<file path="config.mk">
export PLATFORM = sky130hd
export DESIGN_NAME = cmem_loader
export DESIGN_NICKNAME = d
export VERILOG_FILES = /design/src/rtl/cmem_loader.sv
export SDC_FILE = /design/constraint.sdc
export NUM_CORES = 1
export LEC_CHECK = 0
export CAP_MARGIN = 10
export CORE_ASPECT_RATIO = 1.4
export CORE_UTILIZATION = 40
export CTS_CLUSTER_SIZE = 20
export DETAILED_ROUTE_END_ITERATION = 7
export GPL_TIMING_DRIVEN = 0
export HOLD_SLACK_MARGIN = 0.1
export PLACE_DENSITY = 0.78
export SYNTH_ARGS = -nofsm -noshare
export SYNTH_HDL_FRONTEND = slang
export SYNTH_SLANG_ARGS = --single-unit
</file>
<file path="constraint.sdc">
create_clock -name clk -period 2.95 [get_ports clk]
set_input_delay 0.885 -clock clk [delete_from_list [all_inputs] [get_ports clk]]
set_output_delay 0.885 -clock clk [all_outputs]
set_load 0.01 [all_outputs]
</file>
<file path="src/rtl/cmem_loader.sv">
// cmem_loader: streams BLKS*DEPTH coefficients into cmem in ascending order with progress, done and checksum
module cmem_loader #(
  parameter int DW = 16,
  parameter int DEPTH = 64,
  parameter int BLKS = 8
) (
  input  logic                     clk,
  input  logic                     rst,
  input  logic                     start,
  input  logic                     in_valid,
  input  logic [DW-1:0]            in_data,
  output logic                     in_ready,
  output logic [DW-1:0]            D,
  output logic                     WEN,
  output logic                     CEN,
  output logic [$clog2(BLKS)-1:0]  wr_blk,
  output logic [$clog2(DEPTH)-1:0] wr_addr,
  output logic                     busy,
  output logic                     done,
  output logic [15:0]              checksum
);
  localparam int NWORDS = BLKS * DEPTH;
  localparam int CW = $clog2(NWORDS);
  localparam logic [CW-1:0] LAST = CW'(NWORDS - 1);
  typedef enum logic [1:0] {IDLE, LOAD, DRAIN, DONE} state_t;
  state_t state, nxt;
  logic [CW-1:0] cnt;
  logic acc, clr;
  always_comb begin
    acc = in_valid & in_ready;
    clr = start & (state == IDLE | state == DONE);
    nxt = clr ? LOAD :
          state == LOAD ? ((acc && cnt == LAST) ? DRAIN : LOAD) :
          state == DRAIN ? DONE : state;
  end
  always_ff @(posedge clk) begin
    if (rst) begin
      state <= IDLE;
      cnt <= '0;
      in_ready <= 1'b0;
      busy <= 1'b0;
      done <= 1'b0;
      WEN <= 1'b1;
      CEN <= 1'b1;
      D <= '0;
      wr_blk <= '0;
      wr_addr <= '0;
      checksum <= '0;
    end else begin
      state <= nxt;
      in_ready <= nxt == LOAD;
      busy <= nxt == LOAD || nxt == DRAIN;
      done <= nxt == DONE;
      WEN <= ~acc;
      CEN <= ~acc;
      if (acc) begin
        D <= in_data;
        {wr_blk, wr_addr} <= cnt;
        cnt <= cnt + 1'b1;
        checksum <= checksum + 16'(in_data);
      end else if (clr) begin
        cnt <= '0;
        checksum <= '0;
      end
    end
  end
endmodule

</file>
---- Yosys cells after proc, flatten, opt, wreduce, memory -nomap -nowiden ----
Cells that the tools add are included.
Widths: inputs -> output; s select.
cells by class
  $add $sub $neg .......................... 2
  equality and inequality tests ........... 7
  mux-type cells .......................... 8
  bitwise logic cells ..................... 4
  reductions and logical operators ........ 4
operators with widths
  kind                 count
  $mux 16              2
  $mux 9               2
  $add 16x16->16       1
  $add 9x1->9 const B  1
  $eq 9x9->1 const B   1
  $eq 2x2->1 const B   4
  $mux 2               4
  $eq 2x1->1 const B   2
  $and 1x1->1          2
  $logic_not 2->1      1
  $reduce_bool 2->1    1
  $logic_and 1x1->1    1
  $logic_or 1x1->1     1
  $not 1->1            1
  $or 1x1->1           1
storage, ports and cells
  register bits ........................... 56
  output and inout bits ................... 46

---- Logic depth before layout (Yosys ltp) ----
  word-level depth ........................ 7
  gate-level depth with buffers ........... 10
  mapped depth without buffers ............ 10

---- Least setup slack after synthesis ----
No wires, ideal clock.
  path type ............................... input-to-reg
  from .................................... in in_data[0]
  to ...................................... reg checksum[10]
  library setup time ...................... 0.117 ns
  arrival time ............................ 2.445 ns
  setup slack ............................. 0.388 ns
  cell stages on the path ................. 8
  path through ............................ ha_1 inv_1 fa_1 nor2b_1 o2111ai_2 a211oi_1 o21ai_0 a32o_1
on the way
  longest elaborated chain between the ends .. 2
ends and longest elaborated chain
  item                    RTL line  text
  start: declaration      11        input logic [DW-1:0] in_data,
  $add 16x16->16          60        checksum <= checksum + 16'(in_data);
  $mux 16                 56        if (acc) begin
  end signal: assignment  60
  end: declaration        20        output logic [15:0] checksum
No other way between the ends.
A chain may end at the register's enable or synchronous reset.

---- Worst setup path in the final report ----
  from .................................... in in_data[0]
  to ...................................... reg checksum[12]
Same word-level chain as after synthesis.

==> flow_summary.json <==
{
  "synth_warnings": 0,
  "regArea_mm2": 0.001121,
  "fillers": 628,
  "clkPwrFrac": 0.305,
  "synth_common_cells": "70 x nand2_1, 56 x dfxtp_1, 42 x a21oi_1, 24 x nor2_1, 22 x ha_1",
  "ir_drop_mv": 0.3637,
  "intPower_uw": 1187,
  "synth_top_cell_area_share": 0.3984,
  "overflow": 0,
  "avgSynthCellArea_um2": 8.228,
  "grt_pass1_vias": 2667,
  "clk_latency_ns": 0.31,
  "cts_hold_buf": 0,
  "io_pins": 66,
  "ys_seq_elements": 56,
  "async_flop_share": 0,
  "slew_headroom": 0.2413,
  "max_freq_ghz": 0.3444,
  "fin_skew_ns": 0.005836,
  "hold_path.class": "flip-flop to flip-flop",
  "hold_violations": 0,
  "p_comb_frac": 0.201,
  "grt_usage": 0.2049,
  "dr.pass1.iters": 4,
  "yosysMostFrequentCell": "nand2_1",
  "leakagePower_uw": 0.001450,
  "min_period_ns": 2.904,
  "gp_congestion": 0.9283,
  "initialDrtViolationCount": 139,
  "ys_top_cells_by_area": "dfxtp_1 40%, ha_1 9.8%, nand2_1 9.3%",
  "path_clk_slew_ns": 0.10,
  "area_delta_synth_final_pct": 32.28,
  "maxSlewViolCount": 0,
  "wirelength_um": 7177,
  "hold_slack_ns": 0.4602,
  "post-dp-hpwl_um": 5556,
  "timing.critical_path.to_type": "flip-flop",
  "period_share": 0.9844,
  "grt_pass1_wl_um": 11900,
  "tightestPinTransition_ns": 1.129,
  "sequentialPowerShare": 0.494,
  "worstSetupPathType": "primary input to flip-flop",
  "die_y_um": 101.2,
  "cts_buffer_depth": 2,
  "num_rows": 35,
  "drive_gt1_frac": 0.04819,
  "multi_input_comb_area_mm2": 0.001618,
  "synth_cell_type_count": 48,
  "cts-root-buf": "clkbuf_8",
  "viasPerCell": 5.260,
  "startpoint_type": "primary input",
  "synth_flop_cell": "dfxtp_1",
  "wire_per_inst_um": 14.16,
  "numCtsBuffers": 5,
  "synthCells": 342,
  "syn_area_mm2": 0.002814,
  "required_ns": 3.16,
  "status": "finished, final reports clean",
  "drc": 0,
  "grt_max_degree": 18,
  "postCtsSetupRepairBufs": 0,
  "antenna_found_initial": 0,
  "core-area_mm2": 0.006700,
  "htreeDepth": 2,
  "synth_top_cell_by_area": "dfxtp_1",
  "tns_ns": 0,
  "cts.sink_count": 56,
  "ant_nets": 0,
  "syn-num-nets": 385,
  "cp.arrival_ns": 3.11,
  "nets": 457,
  "cts_tree": "done",
  "synth-edff-count": 0,
  "dr_total_vias": 2667,
  "switching_share": 0.2727,
  "report.final.setup_viol": 0,
  "dieArea_mm2": 0.007379,
  "antenna_cells": 0,
  "drv_cap": 0,
  "path_max_fanout": 6,
  "start_util": 0.4200,
  "ys_seq_area_frac": 0.3984,
  "power_uw": 1632,
  "fp.dieW_um": 72.89,
  "p_switching_uw": 445.1,
  "power.density_mw_per_mm2": 438.4,
  "portBuffers": 65
}
cell usage in the layout (no fill, tap or decap), drive strengths merged, types with 3 or more instances in the layout:
cell,Yosys,routed
a21oi,43,43
a22oi,6,6
clkbuf,10,15
and3,4,4
a21o,10,10
ha,22,22
a211oi,4,4
nand2,70,70
and2,3,3
dfxtp,56,56
clkdlybuf4s50,0,65
or3,7,7
nand3,6,6
nor2b,4,4
a32o,5,5
xor2,4,4
nor2,24,24
o21ai,14,14
inv,11,11
buf,6,6
power by group through the flow:
stage	Sequential [µW]	Clock (µW)	Combinational, µW
after detailed placement	824	0	322
after CTS	807	513	324
after global routing	810	543	364
after floorplan	833	0	175
after global placement	823	0	315
final	806	497	329
layout make-up:
type	count	area share
inverters	11	0.01109
multi-input cells	259	0.4346
plain buffers	16	0.01748
clock buffers	5	0.01849
well taps	92	0.03092
repair buffers	65	0.1748
clock inverters	3	0.01143
flip-flops and latches	56	0.3012
critical path: stages:
cell and delay [ns]:
clkdlybuf4s50_1 0.44, ha_1 0.25, inv_1 0.09, fa_2 0.24
nor2b_4 0.06, o2111ai_4 0.31, a21oi_1 0.15, or4_1 0.42
a32o_1 0.26
flip-flops by register name, summed over array words and instances (netlist names), 2 cells and up:
name	flops
checksum	16
D	16
state	2
wr_addr	6
wr_blk	3
cnt	9
layer usage:
layer / share of wire / GRT usage / up-vias
met2: 0.52 / 0.3947 / 69
met3: 0.041 / 0.03582 / 15
met1: 0.41 / 0.2222 / 1235
met5: 0 / 0 / -
met4: 0.030 / 0.06486 / 0
li1: - / - / 1348
cell families (layout without fill, tap and decap cells):
kind of cell / after synthesis / in the layout / synth area share
XOR/XNOR: 6 / 6 / 0.01867
AND/OR/NAND/NOR: 127 / 127 / 0.1992
adder cells (fa/ha/maj): 23 / 23 / 0.1049
multiplexers: 2 / 2 / 0.008003
AO/OA/AOI/OAI: 101 / 101 / 0.2330
flip-flops: 56 / 56 / 0.3984
buffers and inverters: 27 / 100 / 0.03779
through the flow:
stage	util	instances	cell area [µm²]	setup slack (ns)
after global placement	0.5343	499	3580	-0.3133
final	0.5556	507	3722	0.04598
after global routing	0.5556	507	3722	-0.02177
after CTS	0.5509	507	3691	-0.02714
after detailed placement	0.5343	499	3580	-0.3398
after floorplan	-	342	2814	0.3880
path summary, 6_finish.rpt:
check              startpoint            to  slack, ns  depth (start not counted)
setup reg to reg  checksum[0]  checksum[12]       0.75                          8
hold reg to reg         D[11]         D[11]       0.46                          2
setup / recovery   in_data[0]  checksum[12]       0.05                          9
hold / removal          D[11]         D[11]       0.46                          2
repair_timing:
action,CTS,global route
pin swaps,0,2
gates resized for setup,0,6
gates cloned,0,0
setup endpoints to repair,2,4
(Power assumes the default switching activity.)
